File: config.mk
export PLATFORM = sky130hd
export DESIGN_NAME = two_input_func_sequencer
export DESIGN_NICKNAME = d
export VERILOG_FILES = /design/src/rtl/two_input_func_sequencer_pkg.sv /design/src/rtl/handshake_timeout_counter.sv /design/src/rtl/two_input_func_sequencer.sv
export SDC_FILE = /design/constraint.sdc
export NUM_CORES = 1
export LEC_CHECK = 0
export CAP_MARGIN = 20
export CELL_PAD_IN_SITES_DETAIL_PLACEMENT = 0
export CELL_PAD_IN_SITES_GLOBAL_PLACEMENT = 1
export CORE_MARGIN = 2
export CORE_UTILIZATION = 30
export CTS_CLUSTER_DIAMETER = 200
export DETAILED_ROUTE_END_ITERATION = 8
export PLACE_DENSITY_LB_ADDON = 0.1
export SLEW_MARGIN = 10
export SYNTH_ARGS = -nofsm -noshare
export SYNTH_HDL_FRONTEND = slang
export SYNTH_SLANG_ARGS = --single-unit
File: constraint.sdc
create_clock -name clk -period 1.8 [get_ports clk]
set_input_delay 0.27 -clock clk [delete_from_list [all_inputs] [get_ports clk]]
set_output_delay 0.27 -clock clk [all_outputs]
set_load 0.01 [all_outputs]
File: src/rtl/two_input_func_sequencer_pkg.sv
// Shared definitions for the two-operand evaluator sequencer: FSM encoding,
// the timeout result value and a few IEEE-754 single constants for benches.
package two_input_func_sequencer_pkg;

    typedef enum logic [2:0] {
        ST_IDLE = 3'd0,
        ST_E1   = 3'd1,
        ST_W1   = 3'd2,
        ST_E2   = 3'd3,
        ST_W2   = 3'd4,
        ST_AD   = 3'd5,
        ST_WA   = 3'd6,
        ST_FIN  = 3'd7
    } seq_state_t;

    localparam logic [31:0] NAN_VALUE_DEFAULT = 32'h7FC0_0000;
    localparam logic [31:0] FP_ONE            = 32'h3F80_0000;
    localparam logic [31:0] FP_TWO            = 32'h4000_0000;
    localparam logic [31:0] FP_THREE          = 32'h4040_0000;

endpackage

File: src/rtl/handshake_timeout_counter.sv
// Wait-cycle counter shared by the three handshake wait states; flags the
// cycle in which the TIMEOUT_CYCLES-th enabled wait cycle is being spent.
module handshake_timeout_counter #(
    parameter int unsigned TIMEOUT_CYCLES = 1024
) (
    input  logic clk,
    input  logic reset,
    input  logic clear,
    input  logic count_en,
    output logic expired
);

    localparam logic [15:0] LAST_COUNT = 16'(TIMEOUT_CYCLES - 1);

    logic [15:0] count_reg;

    always_ff @(posedge clk) begin
        if (reset) begin
            count_reg <= '0;
        end else if (clear) begin
            count_reg <= '0;
        end else if (count_en) begin
            count_reg <= count_reg + 16'd1;
        end
    end

    assign expired = count_en && (count_reg == LAST_COUNT);

endmodule

File: src/rtl/two_input_func_sequencer.sv
// Custom-instruction front end: evaluates f(x1) and f(x2) on one shared
// evaluator, sums them on an external adder and returns the sum with done.
module two_input_func_sequencer
    import two_input_func_sequencer_pkg::*;
#(
    parameter int unsigned TIMEOUT_CYCLES = 1024,
    parameter logic [31:0] NAN_VALUE      = NAN_VALUE_DEFAULT
) (
    input  logic        clk,
    input  logic        reset,
    input  logic        clk_en,
    input  logic        start,
    input  logic [31:0] dataa,
    input  logic [31:0] datab,
    output logic [31:0] result,
    output logic        done,
    output logic        err,
    output logic        eval_start,
    output logic [31:0] eval_data,
    input  logic [31:0] eval_result,
    input  logic        eval_done,
    output logic        add_enable,
    output logic [31:0] add_a,
    output logic [31:0] add_b,
    input  logic [31:0] add_result,
    input  logic        add_done
);

    seq_state_t  state_reg, state_next;
    logic [31:0] x1_reg, x2_reg, f1_reg, f2_reg, result_reg;
    logic        err_reg;
    logic        in_wait, arm_wait, expired, fin_ok, fin_timeout;

    assign in_wait  = (state_reg == ST_W1) || (state_reg == ST_W2) || (state_reg == ST_WA);
    assign arm_wait = (state_reg == ST_E1) || (state_reg == ST_E2) || (state_reg == ST_AD);

    handshake_timeout_counter #(
        .TIMEOUT_CYCLES(TIMEOUT_CYCLES)
    ) u_timeout (
        .clk     (clk),
        .reset   (reset),
        .clear   (clk_en && arm_wait),
        .count_en(clk_en && in_wait),
        .expired (expired)
    );

    // Completion pulses seen in the issuing E/AD cycle are stale, so only
    // the wait states look at eval_done/add_done.
    always_comb begin
        state_next  = state_reg;
        fin_ok      = 1'b0;
        fin_timeout = 1'b0;
        case (state_reg)
            ST_IDLE: if (start) state_next = ST_E1;
            ST_E1:   state_next = ST_W1;
            ST_W1: begin
                if (eval_done) state_next = ST_E2;
                else if (expired) begin state_next = ST_FIN; fin_timeout = 1'b1; end
            end
            ST_E2:   state_next = ST_W2;
            ST_W2: begin
                if (eval_done) state_next = ST_AD;
                else if (expired) begin state_next = ST_FIN; fin_timeout = 1'b1; end
            end
            ST_AD:   state_next = ST_WA;
            ST_WA: begin
                if (add_done) begin state_next = ST_FIN; fin_ok = 1'b1; end
                else if (expired) begin state_next = ST_FIN; fin_timeout = 1'b1; end
            end
            ST_FIN:  state_next = ST_IDLE;
            default: state_next = ST_IDLE;
        endcase
    end

    always_ff @(posedge clk) begin
        if (reset) begin
            state_reg  <= ST_IDLE;
            x1_reg     <= '0;
            x2_reg     <= '0;
            f1_reg     <= '0;
            f2_reg     <= '0;
            result_reg <= '0;
            err_reg    <= 1'b0;
        end else if (clk_en) begin
            state_reg <= state_next;
            if (state_reg == ST_IDLE && start) begin
                x1_reg <= dataa;
                x2_reg <= datab;
            end
            if (state_reg == ST_W1 && eval_done) f1_reg <= eval_result;
            if (state_reg == ST_W2 && eval_done) f2_reg <= eval_result;
            if (fin_ok) begin
                result_reg <= add_result;
                err_reg    <= 1'b0;
            end else if (fin_timeout) begin
                result_reg <= NAN_VALUE;
                err_reg    <= 1'b1;
            end
        end
    end

    always_comb begin
        eval_data = '0;
        case (state_reg)
            ST_E1, ST_W1: eval_data = x1_reg;
            ST_E2, ST_W2: eval_data = x2_reg;
            default:      eval_data = '0;
        endcase
    end

    // Pulses are qualified by clk_en so a stalled CPU never sees them twice.
    assign eval_start = clk_en && ((state_reg == ST_E1) || (state_reg == ST_E2));
    assign add_enable = (state_reg == ST_AD) || (state_reg == ST_WA);
    assign add_a      = add_enable ? f1_reg : '0;
    assign add_b      = add_enable ? f2_reg : '0;
    assign done       = clk_en && (state_reg == ST_FIN);
    assign result     = result_reg;
    assign err        = err_reg;

endmodule

======== Word-level counts from Yosys, hierarchy flattened ========
Cells that the tools add are included.
Widths: inputs -> output; s select.
cells by class
  div/mod/pow operators ................... 0
  $mul .................................... 0
  shifts and indexed selects .............. 0
  add/sub/neg operators ................... 1
  bitwise logic cells ..................... 0
  $lt $le $gt $ge ......................... 0
  eq/ne operators ......................... 9
  muxes and demuxes ....................... 19
  reduce and logical (&&, ||, !) cells .... 24
operator list
  operator               number
  $mux 32                4
  $pmux 32 s2            1
  $pmux 3 s8             1
  $add 16x1->16 const B  1
  $eq 16x10->1 const B   1
  $mux 3                 5
  $eq 3x3->1 const B     4
  $reduce_and 2->1       5
  $logic_and 1x1->1      8
  $reduce_or 2->1        4
  $mux 1                 7
  $eq 3x2->1 const B     2
  $logic_or 1x1->1       5
  $eq 3x1->1 const B     1
  $logic_not 3->1        1
  $ne 2x2->1 const B     1
  $pmux 1 s2             1
  $reduce_bool 2->1      1
word-level totals
  output and inout bits ................... 132
  logic and storage cells ................. 61
  register bits ........................... 180
  bits of input ports ..................... 134
  memories kept ........................... 0
  bits in latches ......................... 0
  memory bits (writable) .................. 0
  memory bits (read-only) ................. 0

======== Logic depth before layout (Yosys ltp) ========
Gate-level depths: netlist (run 1).
  word-level depth ........................ 10
  mapped depth ............................ 7
  gate-level depth less buffers ........... 5

======== Cells and area by module ========
Synthesis (run 1) repeated with hierarchy kept, for this count alone.
unflattened totals
  cells, all modules ...................... 953
  area total of the unflattened synthesis .. 7465.9 um^2
by module, submodules not included
  module                     instances  cells an instance  area an instance (um^2)  sequential area each (um^2)
  two_input_func_sequencer   1          867                6706.4                   3283.1
  handshake_timeout_counter  1          86                 759.5                    320.3

======== Least setup slack after synthesis (run 1) ========
Ideal clock, no wire load.
  path kind ............................... flip-flop to flip-flop
  from .................................... reg u_timeout.count_reg[10]
  to ...................................... reg result_reg[10] (netlist: result[10])
  setup time .............................. 141 ps
  cell stages (with the launch flop) ...... 7
  clock period less this slack ............ 1701 ps
  data arrival time ....................... 1559 ps
  path slack .............................. 99 ps
  required time ........................... 1659 ps
  buffers on the path ..................... 2
  cell sequence ........................... dfxtp_1 -> or4_4 -> nor3_4 -> and4_1 -> buf_6 -> buf_12 -> o221ai_2
between the ends
  word-level cells in the longest chain between the ends .. 7
  elaborated cells between the ends (all ways) .. 8
  classes of those cells .................. 1 x eq/ne; 4 x mux; 3 x reduce/logical
ends and longest elaborated chain
  what                                    RTL line                                                                                        source
  start: declaration                      handshake_timeout_counter.sv:15                                                                 logic [15:0] count_reg;
  start signal: assignment                handshake_timeout_counter.sv:23                                                                 count_reg <= count_reg + 16'd1;
  $eq 16x10->1 (*)                        handshake_timeout_counter.sv:27                                                                 assign expired = count_en && (count_reg == LAST_COUNT);
  $logic_and 1x1->1 (*)                   handshake_timeout_counter.sv:27
  $mux 1 (*)                              two_input_func_sequencer.sv:58, two_input_func_sequencer.sv:63, two_input_func_sequencer.sv:68
  $mux 1 (on tied branches)               two_input_func_sequencer.sv:67, two_input_func_sequencer.sv:62
  $pmux 1 s2 (*)                          two_input_func_sequencer.sv:53                                                                  case (state_reg)
  $reduce_bool 2->1 (no source line) (*)  -
  $reduce_and 2->1 (no source line) (*)   -
  end signal: assignment                  two_input_func_sequencer.sv:93                                                                  result_reg <= add_result;
  end: declaration                        two_input_func_sequencer.sv:30                                                                  logic [31:0] x1_reg, x2_reg, f1_reg, f2_reg, result_reg;
Every way passes the cells marked *; elsewhere a longest branch is shown, timed or not.
A chain may end at the register's enable or synchronous reset.

======== Worst setup path after layout (run 1) ========
  from .................................... reg state_reg[1]
  to ...................................... out eval_data[25]
between the ends
  word-level cells in the longest chain between the ends .. 3
  elaborated cells between the ends (all ways) .. 7
  classes of those cells .................. 4 x eq/ne; 1 x mux; 2 x reduce/logical
ends and longest elaborated chain
  what                                RTL line                         source
  start: declaration                  two_input_func_sequencer.sv:29   seq_state_t state_reg, state_next;
  start signal: assignment            two_input_func_sequencer.sv:85   state_reg <= state_next;
  $eq 3x3->1 (tied with other cells)  two_input_func_sequencer.sv:104  case (state_reg)
  $reduce_or 2->1                     two_input_func_sequencer.sv:104
  $pmux 32 s2 (*)                     two_input_func_sequencer.sv:104
  end: declaration                    two_input_func_sequencer.sv:19   output logic [31:0] eval_data,
Marks and branches as above.

==> flow_summary.ini, run 1 <==
[synthesis]
synth-seq-cells = 180
synth_top_flop_cell = dfxtp_1
yosysSeqAreaShare_pct = 45.6
synth-async-reset-ratio_pct = 0
ys_types = 50
yosys_warnings = 0
syn_inst = 987
synth_edf_count = 0
syn_area_per_cell_um2 = 8.01
synth.net_count = 1122
synthesis.area_um2 = 7910

[pwr]
pwr-share-clk_pct = 41.1
p_seq_share_pct = 45.2
swShare_pct = 26.8
power_uw = 9090
switchingPower_uw = 2430
power_density_nw_per_um2 = 729
intPower_uw = 6650
combPwrFrac_pct = 13.7
p_leak_uw = 0.00479
ir_drop_uv = 429

[cells_and_area]
fillers = 2527
instances_no_fill = 1615
synthToLayoutAreaGrowth_pct = 57.7
register_area_um2 = 3610
layout_commonest_cell = nand2_1
mostFrequentLayoutCells = 287 x nand2_1, 174 x dfxtp_1, 164 x clkdlybuf4s50_1
antenna_cells = 0
drive_gt1_share_pct = 23.2
fin_nets = 1402
multi_input_area_um2 = 4180

[floorplan]
initial_core_util_pct = 30.4
die_w_um = 166
rows = 59
io_pins = 266
fp.dieArea_um2 = 27700
die_h_um = 166
core_um2 = 26000

[min_path]
hold_class = input pin to flop
hold_start = reset
hold_depth = 4
hold_end = state_reg[1]$_SDFFE_PP0P_

[clocking]
clockBufferDepth = 2
cts_sinks = 180
h-tree-depth = 4
cts_buffers = 17
insertion_delay_ns = 0.44
hold_buffers = 0
cts_root_buf = clkbuf_16
tritoncts = done
clk_pin_slew_worst_paths_ns = 0.07

[global_routing]
grt_pass1_vias = 7779
grt_pass1_wl_um = 43000
grt_max_degree = 87
antenna_found_initial = 0
grt_use_total_pct = 19.1
grt-ovfl-total = 0

[sta]
finalClockSkew_ns = 0.0137
rsz0062_at_grt = true
holdWs_ns = 0.270
max_slew_margin_pct = 63.8
setup-tns-final_ns = -17.33
slew_viol_final = 0
fin_crit_sh_pct = 113
worstMarginPinSlew_ns = 0.542
period_minus_slack_ns = 2.03
setup_ws_ns = -0.234
hold_viol = 0
max_clock_freq_mhz = 492
setup_viol = 97

[worst_setup_path]
crit_type = flop to primary output
cp_top_family = buffers and inverters
worstPathCellList = buf_6 -> buf_6 -> o22ai_4 -> buf_12 -> clkbuf_16 -> a22o_1 -> buf_6
cp_max_fo = 8
crit_path_end_kind = primary output
critPathBufInv = 5
critPathLaunch = state_reg[1]$_SDFFE_PP0P_
cp.depth = 7
worst_ep_arrival_time_ns = 1.76
required_ns = 1.53
reg2reg_setup_slack_ns = -0.01
cp_slowest_cell = dfxtp_2
rr_worst_depth = 7
cpMostUsedCell = buf_6
reg2reg_from = state_reg[2]$_SDFFE_PP0P_
start_kind = flop
timing.rr.end = u_timeout.count_reg[15]$_SDFFE_PP0P_
slowest_delay_ns = 0.33

[drt]
ant_nets = 0
wire_per_inst_um = 18.0
drt-total-wl_um = 29000
viasPerCell = 5.03
drc = 0
vias = 8118
drtIter0Drc = 485
drt_first_pass_iters = 5

[run_status]
violations = setup timing
status = finished with violations

[placed_design]
place_inst = 1555
gp_congestion = 0.759
dp_hpwl_um = 16900
port_buffers = 265

[flow_run]
maxCapViolations = 0
## cell usage after synthesis (5+ instances only)
cell | instances | area [µm²]
a21oi_1 | 147 | 736
a22o_1 | 32 | 280
and3_1 | 69 | 432
buf_2 | 15 | 75.1
clkbuf_1 | 69 | 259
dfxtp_1 | 180 | 3600
nand2_1 | 288 | 1080
nand2b_1 | 5 | 31.3
nand3_1 | 32 | 160
nand3b_1 | 23 | 173
nand4_1 | 5 | 31.3
nor2_1 | 22 | 82.6
o21ai_0 | 8 | 40.0
o221ai_1 | 12 | 105
o221ai_2 | 20 | 300
or3_1 | 5 | 31.3
xnor2_1 | 6 | 52.6
## logic make-up after synthesis
kind of cell,Yosys count,synth area share (%)
simple gates,473,28.2
compound gates,231,19.8
flops,180,45.6
buf+inv,92,5.16
xor+xnor,9,0.997
mux,1,0.127
fa+ha+maj,1,0.158
## final cells by class
cell class              count  area share (%)
multi-input cells         715            33.5
repair buffers            350            29.3
flip-flops and latches    180            29.0
clock inverters            13            1.11
clock buffers              19            3.63
well taps                 335            3.36
inverters                   3          0.0903
## tightest hold or removal path: stages
cell and delay, ns:
buf_4 0.16, a21oi_1 0.07, nand3_1 0.07, o21ai_0 0.08
## what timing repair did
action | CTS | global route
setup buffers | 7 | 9
pin swaps | 32 | 35
gates resized for setup | 470 | 71
cloned | 5 | 15
endpoints found under the setup margin | 127 | 203
## layer usage
layer / wire length [µm] / up-vias / part of all wire (%) / GRT usage [%]
met4: 317 / 0 / 1.1 / 4.54
met3: 1940 / 21 / 6.7 / 5.86
li1: - / 3994 / - / -
met2: 13100 / 238 / 45 / 29.5
met1: 13700 / 3865 / 47 / 26.1
met5: 0 / - / 0 / 0
## how the worst max path moves through the flow
stage / slack, ns / to
3_3_place_gp: -0.32 / u_timeout.count_reg[14]$_SDFFE_PP0P_
3_5_place_dp: -0.35 / u_timeout.count_reg[14]$_SDFFE_PP0P_
4_1_cts: -0.29 / eval_data[8]
6_report: -0.23 / eval_data[25]
5_1_grt: -0.28 / eval_data[23]
2_1_floorplan: 0.1 / result[10]$_SDFFE_PP0P_
## per-stage QoR
stage                     util, %  worst slack [ns]  instance area, µm²
after floorplan                 -            0.0992                7910
after global placement       43.3            -0.316               11200
after detailed placement     43.3            -0.354               11200
after CTS                    45.7            -0.287               11900
after global routing         48.0            -0.282               12500
final                        48.0            -0.234               12500
## power by group through the flow
stage / sequential [µW] / combinational (µW) / clock, µW
floorplan: 4190 / 395 / 0
global placement: 4200 / 978 / 0
detailed placement: 4200 / 976 / 0
CTS: 4100 / 1110 / 3880
global route: 4120 / 1340 / 4030
finish: 4110 / 1250 / 3740
(Power assumes the default switching activity.)
==> inputs of run 2 (changes only) <==
Settings changed: SETUP_SLACK_MARGIN set to 0.15.
==> flow_summary.ini, run 2 (synthesis gave the netlist of run 1 again) <==
[clocking]
clockBufferDepth = 2
clk_pin_slew_worst_paths_ns = 0.07
cts_buffers = 17
hold_buffers = 0
cts_root_buf = clkbuf_16
tritoncts = done
cts_sinks = 180
insertion_delay_ns = 0.44
h-tree-depth = 4

[sta]
slew_viol_final = 0
max_clock_freq_mhz = 486
setup_viol = 204
hold_viol = 0
setup_ws_ns = -0.258
finalClockSkew_ns = 0.0188
worstMarginPinSlew_ns = 0.520
holdWs_ns = 0.179
max_slew_margin_pct = 65.3
rsz0062_at_grt = true
period_minus_slack_ns = 2.06
fin_crit_sh_pct = 114

[worst_setup_path]
slowest_delay_ns = 0.33
crit_path_end_kind = primary output
start_kind = flop
worstPathCellList = buf_6 -> xnor2_4 -> nor2_4 -> buf_4 -> buf_12 -> a22o_1 -> buf_2
required_ns = 1.53
crit_type = flop to primary output
cp_max_fo = 8
reg2reg_setup_slack_ns = -0.13
worst_ep_arrival_time_ns = 1.79
cp_slowest_cell = dfxtp_2
rr_worst_depth = 12
reg2reg_from = state_reg[0]$_SDFFE_PP0P_
timing.rr.end = x1_reg[27]$_SDFFE_PP0P_

[cells_and_area]
final_util_pct = 55.3
layout_commonest_cell = nand2_1
mostFrequentLayoutCells = 191 x nand2_1, 175 x dfxtp_1, 165 x clkdlybuf4s50_1
fin_nets = 1462
antenna_cells = 0
fin_area_um2 = 14400
synthToLayoutAreaGrowth_pct = 81.9
drive_gt1_share_pct = 38.7

[drt]
viasPerCell = 5.04
wire_per_inst_um = 18.9
drtIter0Drc = 450
ant_nets = 0
drt_first_pass_iters = 5
drt-total-wl_um = 31600
drc = 0
vias = 8443

[floorplan]
die_w_um = 166
die_h_um = 166
initial_core_util_pct = 30.4
fp.dieArea_um2 = 27700
core_um2 = 26000
io_pins = 266
rows = 59

[placed_design]
placed_area_um2 = 11300
gp_congestion = 0.764
dp_hpwl_um = 16800
pre_cts_ws_ns = -0.287
port_buffers = 265

[pwr]
combPwrFrac_pct = 18.1
ir_drop_uv = 473
p_leak_uw = 0.00564
power_density_nw_per_um2 = 669
p_seq_share_pct = 43.0
swShare_pct = 27.3
intPower_uw = 6990
switchingPower_uw = 2630
pwr-share-clk_pct = 38.9

[global_routing]
grt_use_total_pct = 20.4
grt_pass1_vias = 8109
grt_max_degree = 81
grt_pass1_wl_um = 45500
grt-ovfl-total = 0
antenna_found_initial = 0

[run_status]
status = finished with violations
violations = setup timing

[min_path]
hold_depth = 2
hold_end = f2_reg[12]$_SDFFE_PP0P_
hold_class = input pin to flop
hold_start = reset

[flow_run]
maxCapViolations = 0
==> run 2: routing by layer <==
metal	wire length [µm]	track usage (%)
met1	14600	28.1
met2	14800	32.4
met3	1920	5.41
met5	0	0
met4	235	4.12
==> run 2: power groups by stage <==
stage,logic [µW],registers [µW],clock network [µW]
final,1740,4140,3740
after global routing,1820,4140,3990
after CTS,1370,4110,3840
after detailed placement,985,4200,0
after global placement,988,4200,0
after floorplan,397,4190,0
==> run 2: worst max-delay path by stage <==
| stage | slack [ns] | depth (start not counted) | to | startpoint |
|---|---|---|---|---|
| 6_report | -0.26 | 7 | eval_data[19] | state_reg[1]$_SDFFE_PP0P_ |
| 5_1_grt | -0.31 | 8 | eval_data[19] | state_reg[1]$_SDFFE_PP0P_ |
| 4_1_cts | -0.27 | 7 | eval_data[19] | state_reg[1]$_SDFFE_PP0P_ |
| 3_5_place_dp | -0.29 | 6 | u_timeout.count_reg[14]$_SDFFE_PP0P_ | clk_en |
| 3_3_place_gp | -0.25 | 6 | u_timeout.count_reg[14]$_SDFFE_PP0P_ | clk_en |
| 2_1_floorplan | 0.11 | 6 | result[10]$_SDFFE_PP0P_ | u_timeout.count_reg[10]$_SDFFE_PP0P_ |
==> run 2: critical path: cells and delay by family, from the launching register on <==
family	cells	cell delay, ns
xor+xnor	1	0.18
buf+inv	4	0.56
simple gates	1	0.08
flops	1	0.33
compound gates	1	0.22
==> run 2: cell type report <==
| cell class | count | area (µm²) |
|---|---|---|
| well taps | 335 | 419 |
| clock inverters | 13 | 143 |
| clock buffers | 19 | 433 |
| inverters | 3 | 11.3 |
| flip-flops and latches | 180 | 3610 |
| repair buffers | 409 | 4710 |
| multi-input cells | 716 | 5060 |
| fillers | 2366 | 11600 |
==> run 2: stage by stage <==
step	total power (µW)	cells	TNS [ns]
2_1_floorplan	4590	987	0
3_3_place_gp	5190	1559	-31.45
3_5_place_dp	5180	1559	-31.02
4_1_cts	9320	1635	-20.08
5_1_grt	9960	1675	-37.95
6_report	9620	1675	-25.14
==> run 2: what timing repair did <==
action	CTS	global route
setup buffers	25	21
gates resized for setup	523	290
pin swaps	35	87
cloned	19	19
endpoints found under the setup margin	250	293
==> inputs of run 3 (changes only) <==
Settings changed: PLACE_DENSITY set to 0.87, PLACE_DENSITY_LB_ADDON 0.1 to unset.
==> flow_summary.ini, run 3 (synthesis gave the netlist of run 1 again) <==
[run_status]
status = finished with violations
violations = setup timing

[sta]
slew_viol_final = 0
period_minus_slack_ns = 2.22
worstMarginPinSlew_ns = 0.546
fin_crit_sh_pct = 123
max_clock_freq_mhz = 451
hold_viol = 0
setup_ws_ns = -0.418
holdWs_ns = 0.242
finalClockSkew_ns = 0.0111
rsz0062_at_grt = true
max_slew_margin_pct = 63.6
setup_viol = 208

[floorplan]
core_um2 = 26000
rows = 59
io_pins = 266
die_w_um = 166
die_h_um = 166
initial_core_util_pct = 30.4
fp.dieArea_um2 = 27700

[global_routing]
antenna_found_initial = 0
grt_pass1_wl_um = 43200
grt-ovfl-total = 0
grt_max_degree = 68
grt_use_total_pct = 19.3
grt_pass1_vias = 7823

[clocking]
cts_buffers = 17
cts_sinks = 180
cts_root_buf = clkbuf_16
h-tree-depth = 4
hold_buffers = 0
clockBufferDepth = 2
tritoncts = done
insertion_delay_ns = 0.43
clk_pin_slew_worst_paths_ns = 0.08

[cells_and_area]
mostFrequentLayoutCells = 246 x nand2_1, 175 x dfxtp_1, 165 x clkdlybuf4s50_1
layout_commonest_cell = nand2_1
fin_nets = 1459
instances_no_fill = 1672
fillers = 2266
drive_gt1_share_pct = 34.6
antenna_cells = 0
register_area_um2 = 3620
multi_input_area_um2 = 4670
synthToLayoutAreaGrowth_pct = 78.2

[worst_setup_path]
slowest_delay_ns = 0.39
crit_path_end_kind = primary output
cp_max_fo = 8
required_ns = 1.53
worst_ep_arrival_time_ns = 1.95
start_kind = flop
cpMostUsedCell = buf_6
crit_type = flop to primary output
cp_top_family = buffers and inverters
worstPathCellList = nand2b_4 -> o22ai_4 -> buf_12 -> buf_6 -> buf_8 -> buf_16 -> buf_6 -> a22o_1 -> buf_2
cp_slowest_cell = dfxtp_4
critPathBufInv = 6

[flow_run]
maxCapViolations = 0

[drt]
drc = 0
drt_first_pass_iters = 5
drtIter0Drc = 674
viasPerCell = 5.18
vias = 8661
ant_nets = 0
wire_per_inst_um = 19.0
drt-total-wl_um = 31800

[placed_design]
place_inst = 1555
port_buffers = 265
gp_congestion = 0.817
dp_hpwl_um = 16900

[min_path]
hold_class = input pin to flop

[pwr]
p_leak_uw = 0.00528
ir_drop_uv = 702
power_density_nw_per_um2 = 680
power_uw = 9580
[run 3: cell type report]
cell class              instances  share of cell area (%)
inverters                       3                   0.133
multi-input cells             716                    33.1
clock buffers                  17                    3.02
well taps                     335                    2.97
flip-flops and latches        180                    25.7
clock inverters                15                    1.41
repair buffers                406                    33.7
[run 3: worst reg2reg max path: stages, from the launching register on]
cell and delay [ns]:
dfxtp_4 0.38, buf_12 0.13, buf_12 0.12, buf_12 0.14
buf_8 0.13, nor2_4 0.21, buf_4 0.16, nor3_4 0.04
and4_4 0.25, clkbuf_16 0.19, o211a_1 0.20
[run 3: timing repair]
| action | in CTS | in global routing |
|---|---|---|
| gates resized for setup | 447 | 273 |
| pin swaps | 10 | 61 |
| setup buffers | 25 | 22 |
| cloned | 13 | 25 |
| endpoints found under the setup margin | 206 | 303 |
[run 3: final timing paths]
check / depth (start not counted) / from / slack (ns) / endpoint
max: 9 / state_reg[0]$_SDFFE_PP0P_ / -0.42 / eval_data[7]
min: 2 / reset / 0.24 / f1_reg[24]$_SDFFE_PP0P_
max reg2reg: 10 / state_reg[2]$_SDFFE_PP0P_ / -0.23 / err$_SDFFE_PP0P_
min reg2reg: 2 / f2_reg[1]$_SDFFE_PP0P_ / 0.46 / f2_reg[1]$_SDFFE_PP0P_
[run 3: power breakdown]
part	leakage [µW]	internal (µW)	switching (µW)	total [µW]
Combinational	0.00352	815	666	1480
Clock	0.000302	2030	1950	3980
Sequential	0.00146	4060	52.8	4110
[run 3: through the flow]
stage / setup TNS (ns) / utilization, % / instance area, µm² / setup slack [ns]
floorplan: 0 / - / 7920 / 0.108
global placement: -41.43 / 43.4 / 11300 / -0.329
detailed placement: -45.33 / 43.4 / 11300 / -0.348
CTS: -32.00 / 47.6 / 12400 / -0.472
global route: -55.59 / 54.2 / 14100 / -0.479
finish: -41.92 / 54.2 / 14100 / -0.418
[run 3: per-layer routing]
metal / track usage (%) / up-vias / share of wire (%)
li1: - / 4114 / -
met1: 25.8 / 4147 / 44
met2: 31.4 / 354 / 46
met3: 4.84 / 46 / 7.3
met4: 4.57 / 0 / 1.8
met5: 0 / - / 0
